[src/rtl/ghost_mover.sv]
// ghost_mover: moves a ghost sprite one STEP per accepted frame.
// Each frame first tries the pending direction, falls back to the current
// direction if that is blocked, and stays put if both are blocked.
// Ports:
//   Clk, Reset (async, active-low)      clock / reset
//   frame_tick                          one pulse per frame
//   dir_valid, dir_in[7:0]              direction code strobe
//   probe_valid, probe_x, probe_y       wall query for a candidate position
//   wall_valid, wall_hit                wall query response
//   ghost_x, ghost_y                    current position
//   cur_dir[1:0]                        applied direction (0 L, 1 R, 2 D, 3 U)
//   moved                               one-cycle pulse on position change
//   overrun                             sticky: frame_tick arrived while busy
module ghost_mover #(
  parameter logic [9:0] START_X       = 10'd320,
  parameter logic [9:0] START_Y       = 10'd240,
  parameter logic [9:0] STEP          = 10'd1,
  parameter logic [9:0] X_MIN         = 10'd16,
  parameter logic [9:0] X_MAX         = 10'd623,
  parameter logic [9:0] Y_MIN         = 10'd16,
  parameter logic [9:0] Y_MAX         = 10'd463,
  parameter logic [3:0] PROBE_TIMEOUT = 4'd15
) (
  input  logic       Clk,
  input  logic       Reset,
  input  logic       frame_tick,
  input  logic       dir_valid,
  input  logic [7:0] dir_in,
  output logic       probe_valid,
  output logic [9:0] probe_x,
  output logic [9:0] probe_y,
  input  logic       wall_valid,
  input  logic       wall_hit,
  output logic [9:0] ghost_x,
  output logic [9:0] ghost_y,
  output logic [1:0] cur_dir,
  output logic       moved,
  output logic       overrun
);

  typedef enum logic [2:0] {
    IDLE       = 3'd0,
    PROBE_PEND = 3'd1,
    WAIT_PEND  = 3'd2,
    PROBE_CUR  = 3'd3,
    WAIT_CUR   = 3'd4,
    APPLY      = 3'd5
  } state_t;

  function automatic logic code_ok(input logic [7:0] c);
    case (c)
      8'h04, 8'h07, 8'h16, 8'h1A: code_ok = 1'b1;
      default:                    code_ok = 1'b0;
    endcase
  endfunction

  function automatic logic [1:0] code_dir(input logic [7:0] c);
    case (c)
      8'h04:   code_dir = 2'd0;
      8'h07:   code_dir = 2'd1;
      8'h16:   code_dir = 2'd2;
      8'h1A:   code_dir = 2'd3;
      default: code_dir = 2'd0;
    endcase
  endfunction

  // Candidate position {x, y}; plain 10-bit arithmetic so an underflow wraps
  // high and an overflow wraps low, both of which fail the bounds check.
  function automatic logic [19:0] step_pos(input logic [9:0] x, input logic [9:0] y,
                                           input logic [1:0] dir);
    case (dir)
      2'd0:    step_pos = {x - STEP, y};
      2'd1:    step_pos = {x + STEP, y};
      2'd2:    step_pos = {x, y + STEP};
      2'd3:    step_pos = {x, y - STEP};
      default: step_pos = {x, y};
    endcase
  endfunction

  state_t     state_q, state_d;
  logic [9:0] x_q, x_d, y_q, y_d;
  logic [9:0] cand_x_q, cand_x_d, cand_y_q, cand_y_d;
  logic [9:0] probe_x_q, probe_x_d, probe_y_q, probe_y_d;
  logic [1:0] cur_dir_q, cur_dir_d, pend_dir_q, pend_dir_d, frame_dir_q, frame_dir_d;
  logic [3:0] tmo_q, tmo_d;
  logic       probe_valid_q, probe_valid_d, moved_q, moved_d, overrun_q, overrun_d;

  logic [1:0] probe_dir_s;
  logic [9:0] pc_x_s, pc_y_s;
  logic       pc_in_s, wait_done_s, wait_blocked_s, same_dir_s, code_ok_s;

  // Shared decode of the current probe candidate and wait resolution.
  always_comb begin
    probe_dir_s      = (state_q == PROBE_PEND) ? frame_dir_q : cur_dir_q;
    {pc_x_s, pc_y_s} = step_pos(x_q, y_q, probe_dir_s);
    pc_in_s          = (pc_x_s >= X_MIN) && (pc_x_s <= X_MAX) &&
                       (pc_y_s >= Y_MIN) && (pc_y_s <= Y_MAX);
    wait_done_s      = wall_valid || (tmo_q == (PROBE_TIMEOUT - 4'd1));
    wait_blocked_s   = wall_valid ? wall_hit : 1'b1;
    same_dir_s       = (frame_dir_q == cur_dir_q);
    code_ok_s        = dir_valid && code_ok(dir_in);
  end

  // State and data registers.
  always_ff @(posedge Clk or negedge Reset) begin
    if (!Reset) begin
      state_q       <= IDLE;
      x_q           <= START_X;
      y_q           <= START_Y;
      cand_x_q      <= START_X;
      cand_y_q      <= START_Y;
      probe_x_q     <= 10'd0;
      probe_y_q     <= 10'd0;
      cur_dir_q     <= 2'd0;
      pend_dir_q    <= 2'd0;
      frame_dir_q   <= 2'd0;
      tmo_q         <= 4'd0;
      probe_valid_q <= 1'b0;
      moved_q       <= 1'b0;
      overrun_q     <= 1'b0;
    end else begin
      state_q       <= state_d;
      x_q           <= x_d;
      y_q           <= y_d;
      cand_x_q      <= cand_x_d;
      cand_y_q      <= cand_y_d;
      probe_x_q     <= probe_x_d;
      probe_y_q     <= probe_y_d;
      cur_dir_q     <= cur_dir_d;
      pend_dir_q    <= pend_dir_d;
      frame_dir_q   <= frame_dir_d;
      tmo_q         <= tmo_d;
      probe_valid_q <= probe_valid_d;
      moved_q       <= moved_d;
      overrun_q     <= overrun_d;
    end
  end

  // Next-state logic and wait-timeout counter.
  always_comb begin
    state_d = state_q;
    tmo_d   = 4'd0;
    case (state_q)
      IDLE:       state_d = frame_tick ? PROBE_PEND : IDLE;
      // Out-of-bounds candidate is resolved here as blocked, with no probe.
      PROBE_PEND: begin
        if (pc_in_s)         state_d = WAIT_PEND;
        else if (same_dir_s) state_d = IDLE;
        else                 state_d = PROBE_CUR;
      end
      WAIT_PEND: begin
        if (!wait_done_s)        tmo_d = tmo_q + 4'd1;
        else                     tmo_d = 4'd0;
        if (!wait_done_s)        state_d = WAIT_PEND;
        else if (!wait_blocked_s) state_d = APPLY;
        else if (same_dir_s)     state_d = IDLE;
        else                     state_d = PROBE_CUR;
      end
      PROBE_CUR:  state_d = pc_in_s ? WAIT_CUR : IDLE;
      WAIT_CUR: begin
        if (!wait_done_s)        tmo_d = tmo_q + 4'd1;
        else                     tmo_d = 4'd0;
        if (!wait_done_s)        state_d = WAIT_CUR;
        else if (!wait_blocked_s) state_d = APPLY;
        else                     state_d = IDLE;
      end
      APPLY:      state_d = IDLE;
      default:    state_d = IDLE;
    endcase
  end

  // Datapath and registered outputs.
  always_comb begin
    x_d           = x_q;
    y_d           = y_q;
    cand_x_d      = cand_x_q;
    cand_y_d      = cand_y_q;
    probe_x_d     = probe_x_q;
    probe_y_d     = probe_y_q;
    cur_dir_d     = cur_dir_q;
    frame_dir_d   = frame_dir_q;
    probe_valid_d = 1'b0;
    moved_d       = 1'b0;
    pend_dir_d    = code_ok_s ? code_dir(dir_in) : pend_dir_q;
    overrun_d     = overrun_q | (frame_tick && (state_q != IDLE));
    case (state_q)
      // A strobe in the same cycle as the frame tick takes priority.
      IDLE: begin
        if (frame_tick) frame_dir_d = code_ok_s ? code_dir(dir_in) : pend_dir_q;
        else            frame_dir_d = frame_dir_q;
      end
      PROBE_PEND, PROBE_CUR: begin
        cand_x_d = pc_x_s;
        cand_y_d = pc_y_s;
        if (pc_in_s) begin
          probe_valid_d = 1'b1;
          probe_x_d     = pc_x_s;
          probe_y_d     = pc_y_s;
        end else begin
          probe_valid_d = 1'b0;
        end
      end
      WAIT_PEND: begin
        if (wait_done_s && !wait_blocked_s) cur_dir_d = frame_dir_q;
        else                                cur_dir_d = cur_dir_q;
      end
      APPLY: begin
        x_d     = cand_x_q;
        y_d     = cand_y_q;
        moved_d = 1'b1;
      end
      default: begin
        moved_d = 1'b0;
      end
    endcase
  end

  assign probe_valid = probe_valid_q;
  assign probe_x     = probe_x_q;
  assign probe_y     = probe_y_q;
  assign ghost_x     = x_q;
  assign ghost_y     = y_q;
  assign cur_dir     = cur_dir_q;
  assign moved       = moved_q;
  assign overrun     = overrun_q;

endmodule

[config.mk]
export PLATFORM = sky130hd
export DESIGN_NAME = ghost_mover
export DESIGN_NICKNAME = d
export VERILOG_FILES = /design/src/rtl/ghost_mover.sv
export SDC_FILE = /design/constraint.sdc
export NUM_CORES = 1
export LEC_CHECK = 0
export ABC_AREA = 1
export BUFFER_PORTS_ARGS = -buffer_cell sky130_fd_sc_hd__buf_2
export CORE_ASPECT_RATIO = 1.2
export CORE_UTILIZATION = 30
export DETAILED_ROUTE_END_ITERATION = 16
export GPL_ROUTABILITY_DRIVEN = 0
export MAX_ROUTING_LAYER = met4
export PLACE_DENSITY = 0.58
export SLEW_MARGIN = 5
export SYNTH_ARGS = -nofsm -noshare
export SYNTH_HDL_FRONTEND = slang
export SYNTH_SLANG_ARGS = --single-unit
[constraint.sdc]
create_clock -name Clk -period 5.7 [get_ports Clk]
set_input_delay 1.425 -clock Clk [delete_from_list [all_inputs] [get_ports Clk]]
set_output_delay 1.425 -clock Clk [all_outputs]
set_load 0.01 [all_outputs]
==> results by group, run 1 <==
Run status
  • Status: finished, final reports clean

Layout
  • Layout cells sized above 1: between 10% and 20%
  • Syn-to-layout area delta: 17.94%
  • N_diodes: 0
  • Nets@finish: about 700
  • Commonest non-fill, non-tap cell in the layout: nand2_1
  • Most frequent cells in the layout: 234 x nand2_1, 65 x inv_1, 64 x dfrtp_1, 57 x buf_2, 39 x nand3_1
  • Filler Cell Count: approximately 1.5k
  • Cell Count, Final, Fillers Out: about 860

Route
  • Initial DRC count: 275
  • Vias per cell: roughly 4.5
  • Total wire length: 10.62 mm
  • Routed WL per cell: 12.33 um
  • Drt first pass iters: 4
  • Routed via count: between 3k and 4k
  • DRC Markers: 0
  • ANT nets after route: 0

Clock tree
  • Post-CTS resize count: 0
  • Cts bufs inserted: 9
  • Clock transition at path regs: 0.06 ns
  • Max Root-Sink Buffers: 2
  • Worst-skew pair later-pin latency: 0.33 ns
  • Root Buffer: clkbuf_16
  • CTS Sinks: 76
  • CTS Hold Bufs: 0
  • CTS tree: yes
  • H-tree Lvls: 3
  • Setup Fix Bufs, Post-CTS: 0

STA
  • Setup Total Neg Slack: 0 ns
  • # setup viols final: 0
  • Slew @ Worst Pin: between 1 and 1.5 ns
  • RSZ-0062 raised after global routing: false
  • Min cycle time layout: between 4 and 5 ns
  • Peak Freq: roughly 0.20 GHz
  • Final Max Tran Viols: 0
  • Hold WS: between 0.4 and 0.5 ns
  • Slew HR: 31.80%
  • Fin Clk Skew: around 0.0077 ns
  • Final worst path period share: 85.66%
  • Final worst slack: between 0.8 and 0.9 ns
  • Final hold violation count: 0

Synthesis
  • Simple-gate share of the synthesized area: 32.86%
  • EDFF count, synth: 0
  • Post-synthesis cell area: ~0.0045 mm2
  • Compound-gate portion of the synthesized area: 7.975%
  • Post-Syn Instances: 604
  • Largest family of logic cells by synthesized area: simple AND/OR/NAND/NOR gates
  • Share of the synthesized area in the top cell type: ~36%
  • FF+latch count, synth: 76
  • Syn_nets: about 640
  • Top FF cell, synth: dfrtp_1
  • Synth warnings: 0
  • Synth area leaders: dfrtp_1 36%, nand2_1 20%, dfstp_2 7.1%, inv_1 5.5%, ha_1 5.1%
  • Async SR Flop Fraction: 100.0%
  • Synth Area in XOR/XNOR: 1.966%
  • Mux cell area share after synthesis: 0%
  • Dominant cell type by area after synthesis: dfrtp_1
  • Unique masters post-synth: 39
  • Adder-cell share of the synthesized area: 5.953%
  • Post-synthesis sequential area ratio: a little over two fifths
  • Mean Syn Cell Area: roughly 7.4 um2

Floorplanning
  • Die footprint: ~0.015 mm2
  • Die Wd: between 100 and 150 um
  • IO Pins: 59
  • Die Y: between 100 and 150 um
  • Starting Density: between 30% and 40%
  • Row count: 48
  • Core area: ~0.014 mm2

GRT
  • Met2 GRT Util: 23.11%
  • Largest net degree at the start of global routing: 77
  • Initial antenna violation count: 0
  • First-pass GRT wire length: 18.00 mm
  • Number of global-route vias before repair: about 3.6k
  • GR Layer Usage met1: 20.58%
  • Grt ovf: 0
  • Grt met3 use: under 10%
  • Busiest grt layer: met2
  • Total track usage: 15.28%

Worst hold path
  • Hold WC Path Type: register to register
  • Hold depth: 2
  • HP Start: probe_x[9]$_DFFE_PN0P_
  • Hold EP: probe_x[9]$_DFFE_PN0P_

Power
  • PD cells: between 500 and 600 mW/mm2
  • VDD IR max: between 0.0002 and 0.00025 V
  • Internal Pwr Total: 1.539 mW
  • Clk pwr share: about a quarter
  • Static leakage: ~2.8 nW
  • Seq pwr share: between 20 and 30%
  • Part of the power in combinational logic: a little under half
  • Total power: approximately 2.7 mW
  • P_sw: about 1.2 mW
  • Sw frac: a little over two fifths

Critical path
  • Reg-to-Reg Start: state_q[2]$_DFF_PN0_
  • R2r worst-path depth: 18
  • Crit path max fanout: 22
  • Setup crit end kind: register
  • Reg-to-reg slack, setup: roughly 0.82 ns
  • R2r endpoint: probe_y[8]$_DFFE_PN0P_
  • Critical path required time: around 5.9 ns
  • Setup CP Type: register to register
  • Worst Setup Start Kind: register
  • WP data arrival: 5.10 ns

Place
  • Placed cell count: about 850
  • Pre-CTS setup slack: about 0.76 ns
  • I/O Buffers: between 50 and 60
  • Hpwl dp: roughly 7.9 mm

Run
  • Max Cap Viol: 0
-- cell families (layout without fill, tap and decap cells) --
group | after synthesis | count (layout)
and+or+nand+nor | 346 | 346
adders and majority gates | 20 | 20
buffers and inverters | 89 | 146
AOI/OAI and AO/OA | 63 | 63
DFF | 76 | 76
xor gates and xnor gates | 10 | 10
-- power by group through the flow --
stage / logic, mW / registers [mW] / clock network (mW)
after global placement: 1.30 / 0.797 / 0
after CTS: 1.31 / 0.788 / 0.669
final: 1.29 / 0.785 / 0.652
after detailed placement: 1.30 / 0.796 / 0
after global routing: 1.51 / 0.802 / 0.696
after floorplan: 0.967 / 0.798 / 0
-- critical path: stages, from the launching register on --
cell and delay, ns:
dfrtp_1 0.45, inv_2 0.12, nand3_2 0.15, o21ai_2 0.70
nand2_1 0.15, inv_1 0.31, ha_1 0.36, a21oi_1 0.28
nand3_1 0.12, nand2_1 0.08, nand3_1 0.07, nand2_1 0.16
nor2_1 0.06, nand3_1 0.08, nor2_1 0.05, nor2_2 0.59
nand3_1 0.73, nand2_1 0.23, nand2_1 0.07
-- per-stage QoR --
step           instance area [um2]  utilization (%)
3_3_place_gp                  4915            33.96
3_5_place_dp                  4915            33.96
5_1_grt                       5255            36.31
6_report                      5255            36.31
4_1_cts                       5255            36.31
2_1_floorplan                 4456                -
-- final cells by class --
type | instances | area [um2] | area share [%]
Inverter | 70 | 262.8 | 5.000
Timing Repair Buffer | 60 | 307.8 | 5.857
Sequential cell | 76 | 1917 | 36.48
Clock buffer | 10 | 229.0 | 4.357
Clock inverter | 6 | 111.4 | 2.119
Tap cell | 200 | 250.2 | 4.762
Multi-Input combinational cell | 439 | 2177 | 41.43
-- synthesized netlist by cell type (all sizes together) (2+ instances only) --
cell type	number
dfrtp	64
dfstp	12
nor2	32
a31oi	6
a21oi	10
o21bai	2
nand4	24
nand3	40
or2	3
nor3	4
buf	11
fa	2
nand2	236
xor2	4
o21a	2
inv	70
xnor2	6
o21ai	40
clkbuf	8
o211ai	2
ha	18
nand3b	4
-- how the worst max path moves through the flow --
stage,start,slack (ns),to
floorplan,state_q[2]$_DFF_PN0_,2.77,probe_x[0]$_DFFE_PN0P_
global placement,state_q[2]$_DFF_PN0_,0.81,probe_y[1]$_DFFE_PN0P_
detailed placement,state_q[1]$_DFF_PN0_,0.76,probe_x[2]$_DFFE_PN0P_
CTS,state_q[2]$_DFF_PN0_,0.75,probe_y[8]$_DFFE_PN0P_
global route,state_q[2]$_DFF_PN0_,0.17,probe_x[2]$_DFFE_PN0P_
finish,state_q[2]$_DFF_PN0_,0.82,probe_y[8]$_DFFE_PN0P_
-- state kept, by name, indices dropped and copies added (netlist names) --
| signal | count |
|---|---|
| cand_x_q | 10 |
| cand_y_q | 10 |
| ghost_x | 10 |
| ghost_y | 10 |
| probe_x | 10 |
| probe_y | 10 |
| tmo_q | 4 |
| state_q | 3 |
| cur_dir | 2 |
| frame_dir_q | 2 |
| pend_dir_q | 2 |
| moved | 1 |
| overrun | 1 |
| probe_valid | 1 |
-- per-layer routing --
| layer | share of wire [%] | vias up | wire (um) |
|---|---|---|---|
| li1 | - | 2038 | - |
| met1 | 48 | 1782 | 5140 |
| met2 | 47 | 72 | 4943 |
| met3 | 3.0 | 16 | 321 |
| met4 | 2.0 | 0 | 212 |
| met5 | 0 | - | 0 |
No activity file was read; power rests on OpenSTA's default activity.
==> run 2: changes to the inputs <==
--- a/config.mk
+++ b/config.mk
@@ -8,6 +8,7 @@
 export ABC_AREA = 1
 export BUFFER_PORTS_ARGS = -buffer_cell sky130_fd_sc_hd__buf_2
 export CORE_ASPECT_RATIO = 1.2
+export CORE_MARGIN = 2
 export CORE_UTILIZATION = 30
 export DETAILED_ROUTE_END_ITERATION = 16
 export GPL_ROUTABILITY_DRIVEN = 0
==> run 2 against run 1 <==
- first-iteration DRC count down 27%
- critical path type unchanged
- register-to-register slack better by 0.52 ns
- flip-flop and latch count unchanged
- non-clock buffer count up 3
- routed wire length up 1.9%
- combinational power about the same
- final cell count up 0.35%
==> results by group, run 2 (synthesized netlist as in run 1, its figures left out) <==
Run status
  • Status: finished, final reports clean

Power
  • Seq pwr share: 27.9% (-0.8 points)
  • VDD IR max: 0.0001966 V (-2.0%)
  • Static leakage: 2.867 nW (+1.3%)
  • Clk pwr share: 25.3% (+1.4 points)
  • Part of the power in combinational logic: 46.8% (-0.6 points)
  • Internal Pwr Total: 1.603 mW (+4.1%)
  • Total power: 2.801 mW (+2.6%)
  • Sw frac: 42.79% (-0.85 points)
  • P_sw: 1.199 mW (+0.58%)
  • PD cells: 527.6 mW/mm2 (+1.5%)

Worst hold path
  • HP Start: cand_x_q[8]$_DFFE_PN1N_
  • Hold EP: ghost_x[8]$_DFFE_PN1P_
  • Hold depth: 2 (unchanged)
  • Hold WC Path Type: register to register

Route
  • Drt first pass iters: 4 (unchanged)
  • Vias per cell: 4.532 (-0.14%)
  • DRC Markers: 0 (unchanged)
  • Routed WL per cell: 12.52 um (+1.5%)
  • Routed via count: 3916 (+0.20%)
  • Initial DRC count: 201 (-27%)
  • ANT nets after route: 0 (unchanged)
  • Total wire length: 10.82 mm (+1.9%)

STA
  • Slew @ Worst Pin: 0.9924 ns (-0.02498 ns)
  • Fin Clk Skew: 0.003720 ns (-0.004016 ns)
  • Slew HR: 33.84% (+2.0 points)
  • RSZ-0062 raised after global routing: false
  • Final hold violation count: 0 (unchanged)
  • Final Max Tran Viols: 0 (unchanged)
  • Final worst path period share: 76.53% (-9.1 points)
  • # setup viols final: 0 (unchanged)
  • Setup Total Neg Slack: 0 ns (unchanged)
  • Peak Freq: 0.2292 GHz (+12%)
  • Min cycle time layout: 4.362 ns (-0.5203 ns)

Critical path
  • WP buf/inv: 3 (+1)
  • Most common cell on crit path: nand2_1
  • Reg-to-Reg Start: state_q[2]$_DFF_PN0_
  • Setup crit end kind: register
  • Critical path required time: 5.92 ns (about the same)
  • Worst Setup Start Kind: register
  • Reg-to-reg slack, setup: 1.34 ns (+0.52 ns)
  • Worst path depth: 23 (+5)
  • Setup CP Type: register to register
  • R2r worst-path depth: 23 (+5)
  • Crit path max fanout: 22 (unchanged)
  • Crit. Startpoint: state_q[2]$_DFF_PN0_
  • Critical-path cell list: inv_2 -> nand3_2 -> nand2_1 -> nand2_2 -> nand2_1 -> inv_1 -> fa_1 -> nand3b_1 -> nand2_1 -> nand2_1 -> nand2_1 -> nand2_1 -> nand3_1 -> nand2_1 -> nor2_1 -> nand2_1 -> nand2_1 -> nand2_1 -> nor2_2 -> buf_4 -> nand3_1 -> nand2_1 -> nand2_1
  • Critical path's slowest cell: nand3_1
  • CP max stage delay: 0.56 ns (-0.17 ns)
  • R2r endpoint: probe_y[5]$_DFFE_PN0P_
  • Crit-path leading delay family: simple AND/OR/NAND/NOR gates
  • WP data arrival: 4.58 ns (-0.52 ns)

Clock tree
  • Root Buffer: clkbuf_16
  • Max Root-Sink Buffers: 2 (unchanged)
  • Clock transition at path regs: 0.06 ns (about the same)
  • Cts bufs inserted: 9 (unchanged)
  • CTS Hold Bufs: 0 (unchanged)
  • Post-CTS resize count: 0 (unchanged)
  • CTS tree: yes
  • Setup Fix Bufs, Post-CTS: 0 (unchanged)
  • CTS Sinks: 76 (unchanged)
  • Worst-skew pair later-pin latency: 0.33 ns (about the same)
  • H-tree Lvls: 3 (unchanged)

Floorplanning
  • Starting Density: 30.78% (unchanged)
  • Row count: 48 (unchanged)
  • Core area: 0.01447 mm2 (unchanged)
  • Die footprint: 0.01585 mm2 (+3.3%)
  • Die Y: 137.5 um (+1.5%)
  • Die Wd: 115.3 um (+1.8%)
  • IO Pins: 59 (unchanged)

Layout
  • Cell Count, Final, Fillers Out: 864 (+0.35%)
  • Filler Cell Count: 1521 (-1.7%)
  • Nets@finish: 693 (+0.43%)
  • Most frequent cells in the layout: 234 x nand2_1, 65 x inv_1, 64 x dfrtp_1, 57 x buf_2, 39 x nand3_1
  • Layout cells sized above 1: 16.11% (+0.53 points)
  • Syn-to-layout area delta: 19.18%
  • N_diodes: 0 (unchanged)
  • Commonest non-fill, non-tap cell in the layout: nand2_1
  • Multi-input logic area: 0.002177 mm2 (unchanged)
  • Reg area: 0.001917 mm2 (unchanged)

GRT
  • Initial antenna violation count: 0 (unchanged)
  • Number of global-route vias before repair: 3696 (+3.4%)
  • Largest net degree at the start of global routing: 77 (unchanged)
  • First-pass GRT wire length: 17.97 mm (-0.19%)
  • Total track usage: 14.85% (-0.43 points)
  • Grt ovf: 0 (unchanged)

Place
  • Hpwl dp: 7.911 mm (+0.48%)
  • Placed cell count: 848 (+0.36%)
  • I/O Buffers: 58 (unchanged)

Run
  • Max Cap Viol: 0 (unchanged)
## run 2: worst max path at each step
stage,slack [ns],to
after global routing,0.79,probe_y[3]$_DFFE_PN0P_
after global placement,1.36,probe_y[9]$_DFFE_PN0P_
final,1.34,probe_y[5]$_DFFE_PN0P_
after CTS,1.29,probe_x[3]$_DFFE_PN0P_
after floorplan,2.77,probe_x[0]$_DFFE_PN0P_
after detailed placement,1.32,probe_y[5]$_DFFE_PN0P_
## run 2: per-layer routing
| metal | share of wire, % | global-route usage, % | wire length [um] | vias up |
|---|---|---|---|---|
| li1 | - | - | - | 2050 |
| met1 | 47 | 18.24 | 5065 | 1787 |
| met2 | 48 | 24.90 | 5227 | 72 |
| met3 | 3.7 | 2.816 | 398 | 7 |
| met4 | 1.2 | 4.284 | 127 | 0 |
| met5 | 0 | - | 0 | - |
## run 2: worst register-to-register path: cells and delay by family, from the launching register on
kind / cells / cell delay [ns]
and+or+nand+nor: 19 / 2.96
adders and majority gates: 1 / 0.41
buffers and inverters: 3 / 0.45
DFF: 1 / 0.44
## run 2: power by group through the flow
stage               clock network, mW  registers [mW]  logic, mW
CTS                             0.728           0.785       1.33
floorplan                           0           0.798      0.967
global route                    0.750           0.803       1.50
global placement                    0           0.797       1.31
finish                          0.709           0.782       1.31
detailed placement                  0           0.793       1.32
## run 2: final cells by class
type | count | area share [%]
Clock buffer | 10 | 4.500
Clock inverter | 6 | 2.521
Inverter | 70 | 4.948
Multi-Input combinational cell | 439 | 41.00
Sequential cell | 76 | 36.10
Tap cell | 200 | 4.713
Timing Repair Buffer | 63 | 6.221
## run 2: metrics by stage
step                      util (%)  hold slack, ns  instance area [um2]  setup slack [ns]
after global placement       34.11          0.4546                 4937             1.364
after detailed placement     34.11          0.4544                 4937             1.319
after global routing         36.69          0.4877                 5310            0.7866
after CTS                    36.69          0.4698                 5310             1.290
after floorplan                  -          0.4379                 4456             2.773
final                        36.69          0.4655                 5310             1.338
==> run 3: changes to the inputs <==
--- a/config.mk
+++ b/config.mk
@@ -13,7 +13,7 @@
 export DETAILED_ROUTE_END_ITERATION = 16
 export GPL_ROUTABILITY_DRIVEN = 0
 export MAX_ROUTING_LAYER = met4
-export PLACE_DENSITY = 0.58
+export PLACE_DENSITY = 0.6
 export SLEW_MARGIN = 5
 export SYNTH_ARGS = -nofsm -noshare
 export SYNTH_HDL_FRONTEND = slang
==> constraint.sdc (replaced) <==
create_clock -name Clk -period 3.66 [get_ports Clk]
set_input_delay 0.915 -clock Clk [delete_from_list [all_inputs] [get_ports Clk]]
set_output_delay 0.915 -clock Clk [all_outputs]
set_load 0.01 [all_outputs]
==> run 3 against run 2 <==
- global-route usage fell by 0.17 points
- register-to-register slack got worse by 0.95 ns
- final area rose by 0.61%
- largest cell class unchanged
==> results by group, run 3 (synthesized netlist as in run 1, its figures left out) <==
Critical path
  • Critical path's slowest cell: dfrtp_2
  • Setup crit end kind: register
  • Setup CP Type: register to register
  • Worst Setup Start Kind: register
  • Most common cell on crit path: nand2_1
  • CP max stage delay: 0.45 ns (-0.11 ns)
  • Crit path max fanout: 20 (-9.1%)
  • Critical path required time: 3.88 ns (-2.04 ns)
  • WP data arrival: 3.49 ns (-1.09 ns)
  • Critical-path cell list: inv_2 -> nand3_4 -> nand2_1 -> nand2_1 -> nand2_4 -> inv_1 -> fa_1 -> nand3b_1 -> nand2_1 -> nand2_1 -> nand2_1 -> nand2_1 -> nand3_1 -> nand2_1 -> nor2_1 -> nand2_1 -> nand2_1 -> nand2_1 -> nor2_2 -> buf_6 -> nand2_2 -> nand2_1 -> nand2_1

Floorplanning
  • IO Pins: 59 (unchanged)
  • Die footprint: 0.01585 mm2 (unchanged)
  • Die Y: 137.5 um (unchanged)
  • Core area: 0.01447 mm2 (unchanged)
  • Row count: 48 (unchanged)
  • Die Wd: 115.3 um (unchanged)
  • Starting Density: 30.78% (unchanged)

GRT
  • Total track usage: 14.68% (-0.17 points)
  • Grt ovf: 0 (unchanged)
  • Number of global-route vias before repair: 3557 (-3.8%)
  • First-pass GRT wire length: 17.83 mm (-0.77%)
  • Largest net degree at the start of global routing: 77 (unchanged)
  • Initial antenna violation count: 0 (unchanged)

Route
  • ANT nets after route: 0 (unchanged)
  • Vias per cell: 4.450 (-1.8%)
  • Drt first pass iters: 4 (unchanged)
  • Total wire length: 10.74 mm (-0.78%)
  • Routed WL per cell: 12.37 um (-1.2%)
  • DRC Markers: 0 (unchanged)
  • Routed via count: 3863 (-1.4%)
  • Initial DRC count: 251 (+25%)

Place
  • Pre-CTS setup slack: 0.1248 ns (-1.194 ns)
  • Hpwl dp: 7.815 mm (-1.2%)
  • I/O Buffers: 58 (unchanged)

Worst hold path
  • Hold WC Path Type: register to register

Layout
  • Syn-to-layout area delta: 19.91%
  • Most frequent cells in the layout: 232 x nand2_1, 64 x inv_1, 63 x dfrtp_1, 57 x buf_2, 39 x nand3_1
  • Commonest non-fill, non-tap cell in the layout: nand2_1
  • Filler Cell Count: 1512 (-0.59%)
  • Layout cells sized above 1: 17.81% (+1.7 points)
  • N_diodes: 0 (unchanged)
  • Nets@finish: 697 (+0.58%)

Clock tree
  • CTS Sinks: 76 (unchanged)
  • CTS tree: yes
  • Cts bufs inserted: 9 (unchanged)
  • Root Buffer: clkbuf_16
  • Clock transition at path regs: 0.06 ns (about the same)
  • Max Root-Sink Buffers: 2 (unchanged)
  • Worst-skew pair later-pin latency: 0.34 ns (about the same)
  • CTS Hold Bufs: 0 (unchanged)
  • H-tree Lvls: 3 (unchanged)

STA
  • Final hold violation count: 0 (unchanged)
  • Final worst slack: 0.3851 ns (-0.9525 ns)
  • RSZ-0062 raised after global routing: false
  • Peak Freq: 0.3054 GHz (+33%)
  • # setup viols final: 0 (unchanged)
  • Slew HR: 33.14% (-0.70 points)
  • Final Max Tran Viols: 0 (unchanged)
  • Fin Clk Skew: 0.005216 ns (+0.001496 ns)
  • Min cycle time layout: 3.275 ns (-1.087 ns)
  • Slew @ Worst Pin: 1.003 ns (+0.01044 ns)
  • Setup Total Neg Slack: 0 ns (unchanged)
  • Final worst path period share: 89.48% (+13 points)

Power
  • VDD IR max: 0.0002529 V (+29%)
  • PD cells: 768.5 mW/mm2 (+46%)
  • Static leakage: 2.829 nW (-1.3%)

Run status
  • Status: finished, final reports clean

Run
  • Max Cap Viol: 0 (unchanged)
[run 3: cell count changes in the layout (fill, tap and decap cells not counted), moves of 2 or more]
cell	before	now
ha_4	0	4
nand2_1	234	232
ha_1	18	13
buf_6	0	2
bufinv_16	4	0
clkinv_2	1	3
[run 3: cell type report]
type                       instances  area [um2]  share of cell area, %
sequential                        76        1918                  35.90
tap                              200       250.2                  4.684
multi-input combinational        439        2247                  42.06
clock buffer                      12       256.5                  4.801
timing repair buffer              67       380.4                  7.119
clock inverter                     4       23.77                 0.4450
inverter                          70       266.5                  4.988
[run 3: metrics by stage]
step / power, mW / instances / hold slack [ns] / instance area [um2] / utilization [%]
after global placement: 3.256 / 851 / 0.4562 / 4960 / 34.27
final: 4.106 / 868 / 0.4641 / 5343 / 36.91
after CTS: 4.131 / 867 / 0.4686 / 5240 / 36.20
after floorplan: 2.749 / 604 / 0.4379 / 4456 / -
after global routing: 4.525 / 868 / 0.4876 / 5343 / 36.91
after detailed placement: 3.273 / 851 / 0.4554 / 4960 / 34.27
[run 3: timing repair]
action                                 in CTS  in global routing
setup buffers                               0                  1
setup endpoints to repair                   0                 24
resized for setup                           0                 13
endpoints found under the hold margin       0                  0
[run 3: metal layers]
| layer | routed length, um | vias up | track usage [%] |
|---|---|---|---|
| li1 | - | 2054 | - |
| met4 | 122 | 0 | 4.016 |
| met5 | 0 | - | - |
| met2 | 5095 | 64 | 22.81 |
| met1 | 5103 | 1736 | 19.57 |
| met3 | 413 | 9 | 2.948 |
[run 3: final timing paths]
path | start | endpoint | slack, ns | cells past startpoint
setup / recovery | state_q[2]$_DFF_PN0_ | state_q[0]$_DFF_PN0_ | 0.39 | 23
hold / removal | probe_x[0]$_DFFE_PN0P_ | probe_x[0]$_DFFE_PN0P_ | 0.46 | 2
setup reg to reg | state_q[2]$_DFF_PN0_ | state_q[0]$_DFF_PN0_ | 0.39 | 23
hold reg to reg | probe_x[0]$_DFFE_PN0P_ | probe_x[0]$_DFFE_PN0P_ | 0.46 | 2
max in group asynchronous | Reset | state_q[2]$_DFF_PN0_ | 2.21 | 1
min in group asynchronous | Reset | ghost_y[2]$_DFFE_PN0P_ | 0.70 | 1
[run 3: power by group]
| part | leakage [nW] | internal (mW) | switching [mW] | total, mW |
|---|---|---|---|---|
| Clock | 0.142 | 0.494 | 0.344 | 0.838 |
| Sequential | 0.971 | 1.06 | 0.160 | 1.22 |
| Combinational | 1.72 | 0.716 | 1.34 | 2.05 |
| Total | 2.83 | 2.27 | 1.84 | 4.11 |
[run 3: worst max-delay path, delay by kind of cell (launching register included)]
family                   cells  cell delay (ns)
adder cells (fa/ha/maj)      1             0.40
buffers and inverters        3             0.40
flip-flops                   1             0.45
AND/OR/NAND/NOR             19             1.90
